## config.mk

```make
export PLATFORM = sky130hd
export DESIGN_NAME = button_debounce_edge_detector
export DESIGN_NICKNAME = d
export VERILOG_FILES = /design/src/rtl/button_debounce_edge_detector.sv
export SDC_FILE = /design/constraint.sdc
export NUM_CORES = 1
export LEC_CHECK = 0
export CELL_PAD_IN_SITES_DETAIL_PLACEMENT = 1
export CELL_PAD_IN_SITES_GLOBAL_PLACEMENT = 2
export CORE_ASPECT_RATIO = 2
export CORE_UTILIZATION = 41
export DETAILED_ROUTE_END_ITERATION = 8
export GPL_ROUTABILITY_DRIVEN = 0
export GPL_TIMING_DRIVEN = 0
export PLACE_DENSITY_LB_ADDON = 0.3
export SETUP_SLACK_MARGIN = 0.02
export SKIP_CTS_REPAIR_TIMING = 1
export SLEW_MARGIN = 20
export SYNTH_ARGS = -nofsm -noshare
export SYNTH_HDL_FRONTEND = slang
export SYNTH_SLANG_ARGS = --single-unit
```

## constraint.sdc

```tcl
create_clock -name clk -period 5.8 [get_ports clk]
set_clock_uncertainty 0.05 [all_clocks]
set_input_delay 1.16 -clock clk [delete_from_list [all_inputs] [get_ports clk]]
set_output_delay 1.16 -clock clk [all_outputs]
set_load 0.05 [all_outputs]
```

## src/rtl/button_debounce_edge_detector.sv

```systemverilog
// button_debounce_edge_detector: per-key 2-FF sync, debounce, press/release pulses
// and optional auto-repeat pulse train while a key is held.
module button_debounce_edge_detector #(
    parameter int NUM_KEYS        = 4,
    parameter bit ACTIVE_LOW      = 1'b1,
    parameter int DEBOUNCE_CYCLES = 250000,
    parameter int HOLD_CYCLES     = 25000000,
    parameter int REPEAT_CYCLES   = 5000000
) (
    input  logic                clk,
    input  logic                rst_n,
    input  logic [NUM_KEYS-1:0] keys_in,
    input  logic [NUM_KEYS-1:0] repeat_en,
    output logic [NUM_KEYS-1:0] key_state,
    output logic [NUM_KEYS-1:0] press_pulse,
    output logic [NUM_KEYS-1:0] release_pulse,
    output logic [NUM_KEYS-1:0] repeat_pulse
);
    localparam int DW = $clog2(DEBOUNCE_CYCLES + 1);
    localparam int HW = $clog2(HOLD_CYCLES + 1);
    localparam int RW = $clog2(REPEAT_CYCLES + 1);
    localparam logic [DW-1:0] D_LAST = DW'(DEBOUNCE_CYCLES - 1);
    localparam logic [HW-1:0] H_LAST = HW'(HOLD_CYCLES - 1);
    localparam logic [RW-1:0] R_LAST = RW'(REPEAT_CYCLES - 1);

    typedef enum logic [1:0] {RELEASED, PRESSED, REPEATING} state_t;

    for (genvar k = 0; k < NUM_KEYS; k++) begin : g_key
        logic sync1, sync2, p, accept, ks, pp, rp, qp, rep_fire;
        logic [DW-1:0] db_cnt;
        logic [HW-1:0] hold_cnt, hold_nxt;
        logic [RW-1:0] rep_cnt, rep_nxt;
        state_t state, state_nxt;

        assign p      = sync2 ^ ACTIVE_LOW;
        assign accept = (p != ks) && (db_cnt == D_LAST);

        assign key_state[k]     = ks;
        assign press_pulse[k]   = pp;
        assign release_pulse[k] = rp;
        assign repeat_pulse[k]  = qp;

        always_ff @(posedge clk) begin
            if (!rst_n) begin
                sync1    <= ACTIVE_LOW;
                sync2    <= ACTIVE_LOW;
                db_cnt   <= '0;
                ks       <= 1'b0;
                pp       <= 1'b0;
                rp       <= 1'b0;
                qp       <= 1'b0;
                state    <= RELEASED;
                hold_cnt <= '0;
                rep_cnt  <= '0;
            end else begin
                sync1    <= keys_in[k];
                sync2    <= sync1;
                db_cnt   <= (p == ks || accept) ? '0 : db_cnt + 1'b1;
                ks       <= accept ? p : ks;
                pp       <= accept & p;
                rp       <= accept & ~p;
                qp       <= rep_fire;
                state    <= state_nxt;
                hold_cnt <= hold_nxt;
                rep_cnt  <= rep_nxt;
            end
        end

        // An accepted release outranks any repeat due on the same edge.
        always_comb begin
            state_nxt = state;
            hold_nxt  = hold_cnt;
            rep_nxt   = rep_cnt;
            rep_fire  = 1'b0;
            if (accept && !p) begin
                state_nxt = RELEASED;
                hold_nxt  = '0;
                rep_nxt   = '0;
            end else begin
                case (state)
                    RELEASED: begin
                        if (accept) begin
                            state_nxt = PRESSED;
                            hold_nxt  = '0;
                        end
                    end
                    PRESSED: begin
                        if (!repeat_en[k]) begin
                            hold_nxt = '0;
                        end else if (hold_cnt == H_LAST) begin
                            rep_fire  = 1'b1;
                            state_nxt = REPEATING;
                            hold_nxt  = '0;
                            rep_nxt   = '0;
                        end else begin
                            hold_nxt = hold_cnt + 1'b1;
                        end
                    end
                    REPEATING: begin
                        if (!repeat_en[k]) begin
                            state_nxt = PRESSED;
                            hold_nxt  = '0;
                            rep_nxt   = '0;
                        end else if (rep_cnt == R_LAST) begin
                            rep_fire = 1'b1;
                            rep_nxt  = '0;
                        end else begin
                            rep_nxt = rep_cnt + 1'b1;
                        end
                    end
                    default: state_nxt = RELEASED;
                endcase
            end
        end
    end
endmodule

```

==> Word level (Yosys, flattened, before mapping) <==
Index checks and enable logic that the tools add are counted.
{ "totals": {"wordCells": 233, "output_inout_bits": 16, "register_bits": 296, "inputBits": 10} }
{ "op_classes": {"n_bitwise": 13, "reduce_logical": 44, "n_eq_ne": 44, "mux": 80, "addsub": 12} }
{ "ops": {"columns": ["cell", "n"], "rows": [
  ["$mux W25", 16],
  ["$mux W23", 16],
  ["$pmux W25 S3", 4],
  ["$pmux W23 S2", 4],
  ["$add A25 B1 Y25 const B", 4],
  ["$eq A25 B25 Y1 const B", 4],
  ["$add A23 B1 Y23 const B", 4],
  ["$eq A23 B23 Y1 const B", 4],
  ["$add A18 B1 Y18 const B", 4],
  ["$eq A18 B18 Y1 const B", 4],
  ["$mux W2", 16],
  ["$ne A2 B2 Y1 const B", 16],
  ["$pmux W2 S3", 4],
  ["$reduce_and A3 Y1", 8],
  ["$mux W1", 16],
  ["$reduce_and A4 Y1", 4],
  ["$reduce_or A2 Y1", 8],
  ["$reduce_bool A3 Y1", 4],
  ["$and A1 B1 Y1", 8],
  ["$eq A2 B1 Y1 const B", 4],
  ["$eq A2 B2 Y1 const B", 4],
  ["$logic_and A1 B1 Y1", 8],
  ["$logic_not A2 Y1", 4],
  ["$pmux W1 S2", 4],
  ["5 further kinds", 21]
]} }

==> Logic depth before layout (Yosys ltp) <==
{ "logic_depth": {"ltp_word": 5, "mapped_depth": 10} }

==> Worst setup path before layout <==
OpenSTA, ideal clock, no wires.
{ "synth_path": {"kind": "input port to flip-flop", "startpoint": "input repeat_en[3]", "endpoint": "register g_key[3].hold_cnt[23]", "required_time_ps": 5680, "setup_time_ps": 70, "path_buffers": 1, "t_arrival_ps": 2674, "path_stages": 7, "setup_slack_ps": 3006, "cell_sequence": "nand2_1 nand3_1 o32a_1 or2_2 clkbuf_1 or4_1 a21oi_1"} }
{ "synth_via": {"elab_chain_cells": 2, "elab_cells_between_ends": 4} }
{ "synth_lines": {"columns": ["element", "line", "text"], "rows": [
  ["start, declared", "13", "input logic [NUM_KEYS-1:0] repeat_en,"],
  ["$mux W25 or $ne A2 B2 Y1 (tied branches)", null, null],
  ["$pmux W25 S3 or $reduce_and A3 Y1 (tied branches)", null, null],
  ["end signal, assigned", "64", "hold_cnt <= hold_nxt;"],
  ["end, declared", "31", "logic [HW-1:0] hold_cnt, hold_nxt;"]
]} }
Parallel ways exist; a longest one is shown, timed or not.
A chain may end at the register's enable or synchronous reset.

==> Final worst setup path <==
{ "layout_path": {"startpoint": "input repeat_en[3]", "endpoint": "register g_key[3].rep_cnt[16]"} }
{ "layout_via": {"elab_chain_cells": 2, "elab_cells_between_ends": 4} }
{ "layout_lines": {"columns": ["element", "line", "text"], "rows": [
  ["$mux W23 or $ne A2 B2 Y1 (tied branches)", null, null],
  ["$pmux W23 S2 or $reduce_and A3 Y1 (tied branches)", null, null],
  ["end signal, assigned", "65", "rep_cnt <= rep_nxt;"],
  ["end, declared", "32", "logic [RW-1:0] rep_cnt, rep_nxt;"]
]} }
Parallel ways exist; a longest one is shown, timed or not.

==> results.sh <==
export IMPL_status="complete, but fails checks"
export IMPL_violations="design-rule violations"
export IMPL_dieArea_um2=38400
export IMPL_dp_hpwl_um=35800
export IMPL_peakVddDrop_uv=197
export IMPL_drc=3
export IMPL_finalHoldViolCount=0
export IMPL_via_per_inst=6.06
export IMPL_yosysUniqueCellTypes=75
export IMPL_worstPathRequired_ns=6.24
export IMPL_hp_class="reg2reg"
export IMPL_clkLatencyLatePin_ns=0.57
export IMPL_ys_warn_count=0
export IMPL_synth_cells=1940
export IMPL_syn_avg_cell_area_um2=7.95
export IMPL_cp_data_arrival_time_ns=3.97
export IMPL_worst_pin_slew_ns=0.982
export IMPL_critPathLaunch="repeat_en[3]"
export IMPL_area_growth_pct=12.8
export IMPL_final_fill_count=4520
export IMPL_rr_startpoint="g_key[1].hold_cnt[0]"
export IMPL_placementRows=100
export IMPL_cts_max_path_buffers=3
export IMPL_syn_area_um2=15400
export IMPL_rsz0062_at_grt="no"
export IMPL_setup_viol=0
export IMPL_synth_yosys_seq_area_share=0.384
export IMPL_drv_slew=0
export IMPL_synth_top_area_frac=0.384
export IMPL_reg2reg_to="g_key[1].hold_cnt[13]"
export IMPL_cts_tree="done"
export IMPL_internal_power_uw=3420
export IMPL_synth_edf_count=0
export IMPL_initial_core_util=0.415
export IMPL_grt_pass1_wl_um=80300
export IMPL_power_frac_clock=0.517
export IMPL_cap_viol_max_count=0
export IMPL_synth_area_leader_cell="dfxtp_1"
export IMPL_crit_type="in2reg"
export IMPL_drive_gt1_frac=0.0515
export IMPL_async_flop_share=0
export IMPL_cp_end_kind="flop"
export IMPL_fmax_mhz=284
export IMPL_grt_remaining_overflow=0
export IMPL_clk_pin_slew_worst_paths_ns=0.06
export IMPL_syn_num_nets=1977
export IMPL_grt_max_degree=15
export IMPL_tns_ns=0
export IMPL_nNetsFinal=2034
export IMPL_io_pins=26
export IMPL_whs_ns=0.364
export IMPL_startpoint_type="input port"
export IMPL_ys_ff_latch=296
export IMPL_dp_slack_ns=1.75
export IMPL_period_share=0.608
export IMPL_antenna_found_initial=0
export IMPL_power_density_nw_per_um2=250
export IMPL_first_pass_iters=8
export IMPL_track_usage=0.254
export IMPL_routedWlPerCell_um=19.6
export IMPL_slew_headroom=0.336
export IMPL_cts_buffers=30
export IMPL_cts_num_sinks=296
export IMPL_antenna_cells=0
export IMPL_drtIter0Drc=524
export IMPL_num_vias=15000
export IMPL_p_sw_frac=0.213
export IMPL_critPathMaxFanout=10
export IMPL_cts_root_buf="clkbuf_16"
export IMPL_h_tree_depth=1
export IMPL_power_uw=4350
export IMPL_core_area_um2=37200
export IMPL_portBuffers=24
export IMPL_p_leak_uw=0.00536
export IMPL_setup_ws_ns=2.27
export IMPL_die_w_um=139
export IMPL_seq_power_share=0.468
export IMPL_wl_um=48600
export IMPL_reg2reg_depth=9
export IMPL_ys_flop_type="dfxtp_1"
export IMPL_die_h_um=276
export IMPL_fin_crit_ns=3.53
export IMPL_synth_area_leaders="dfxtp_1, nor2_1, a21oi_1, o21ai_0, nand3_1"
export IMPL_comb_power_share=0.014
export IMPL_first_global_vias=16300
export IMPL_r2r_slack_ns=2.38
export IMPL_endpoint="g_key[3].rep_cnt[16]"
export IMPL_power_net_switching_uw=927
export IMPL_drtAntennaViolNets=0
[per-stage QoR]
step	instances	instance area [um2]	utilization
after floorplan	1940	15400	-
after global placement	2423	16200	0.437
after detailed placement	2424	16300	0.437
after CTS	2480	17400	0.468
after global routing	2480	17400	0.468
final	2480	17400	0.468
[critical path: stages]
cell,delay (ns)
clkdlybuf4s50_1,0.63
nand2_1,0.22
or4_1,0.47
o22a_1,0.24
nor2_1,0.45
clkbuf_1,0.43
nand4b_1,0.15
a21oi_1,0.20
[placed cells by master, fill, tap and decap left out, types with 19 or more instances in the layout]
cell type,synthesis,routed
xnor2_1,34,34
nand4b_1,19,19
nand3_1,127,127
o21ai_0,138,138
nor2b_1,30,30
a31oi_1,46,46
nand2_1,167,167
a21oi_1,147,147
ha_1,27,27
or4_1,32,32
dfxtp_1,296,296
xor2_1,40,40
a311oi_1,23,23
nor2_1,216,216
clkbuf_16,0,31
nor4_1,20,19
or3_1,48,48
nor3_1,44,44
and3_1,48,48
inv_1,30,30
nand4_1,54,54
and2_1,25,25
clkbuf_1,83,87
nand3b_1,23,23
clkdlybuf4s50_1,0,24
[power groups by stage]
stage	clock network [uW]	logic, uW	registers, uW
floorplan	0	31.2	2080
global placement	0	63.4	2080
detailed placement	0	63.5	2080
CTS	2310	63.7	2040
global route	2380	67.9	2040
finish	2250	62.3	2040
[synth_stat cells (4+ instances only)]
master / number
a211oi_1: 7
a21oi_1: 147
a22oi_1: 10
a311oi_1: 23
a31o_2: 5
a31oi_1: 46
a32o_1: 15
a41oi_1: 16
and2_1: 25
and3_1: 48
and3b_1: 4
and4_1: 17
buf_4: 16
clkbuf_1: 83
dfxtp_1: 296
ha_1: 27
inv_1: 30
mux2i_1: 6
nand2_1: 167
nand2b_1: 18
nand3_1: 127
nand3b_1: 23
nand4_1: 54
nand4b_1: 19
nor2_1: 216
nor2b_1: 30
nor3_1: 44
nor4_1: 20
nor4b_1: 15
nor4bb_1: 5
o211ai_1: 7
o21a_1: 10
o21ai_0: 138
o221a_2: 5
o31ai_1: 4
o32ai_1: 5
o41ai_1: 4
or2_2: 5
or3_1: 48
or4_1: 32
or4b_2: 4
xnor2_1: 34
xor2_1: 40
[metal layers]
metal,global-route usage,wire length (um),up-vias
met4,0.123,1910,0
met1,0.238,17800,7415
met3,0.0234,977,125
li1,-,-,7285
met2,0.530,27900,205
met5,0,0,-
[state kept, by name, summed over array words and instances (netlist names)]
| signal | cells |
|---|---|
| g_key.sync2 | 4 |
| g_key.rep_cnt | 92 |
| g_key.qp | 4 |
| g_key.rp | 4 |
| g_key.state | 8 |
| g_key.ks | 4 |
| g_key.db_cnt | 72 |
| g_key.hold_cnt | 100 |
| g_key.pp | 4 |
| g_key.sync1 | 4 |
[final cells by class]
type	count	area [um2]	area share
Clock inverter	14	248	0.0142
Timing Repair Buffer	25	248	0.0142
Clock buffer	42	887	0.0510
Sequential cell	296	5930	0.341
Multi-Input combinational cell	1513	8960	0.515
Buffer	101	442	0.0254
Inverter	30	113	0.00647
Tap cell	459	574	0.0330
[cell families (layout without fill, tap and decap cells)]
| logic type | after synthesis | after routing | share of synthesized area |
|---|---|---|---|
| AOI/OAI and AO/OA | 470 | 470 | 0.189 |
| adders and majority gates | 27 | 27 | 0.0219 |
| and+or+nand+nor | 934 | 934 | 0.322 |
| muxes | 8 | 8 | 0.00536 |
| DFF | 296 | 296 | 0.384 |
| xor gates and xnor gates | 74 | 74 | 0.0420 |
| buffers and inverters | 131 | 212 | 0.0359 |
[worst min-delay path by stage]
stage / startpoint / to / cells past startpoint
floorplan: g_key[0].sync1 / g_key[0].sync2 / 1
global route: g_key[0].sync1 / g_key[0].sync2 / 1
CTS: g_key[1].sync1 / g_key[1].sync2 / 1
finish: g_key[1].sync1 / g_key[1].sync2 / 1
global placement: g_key[3].sync1 / g_key[3].sync2 / 1
detailed placement: g_key[1].sync1 / g_key[1].sync2 / 1
Power figures use the tool's default switching activity.
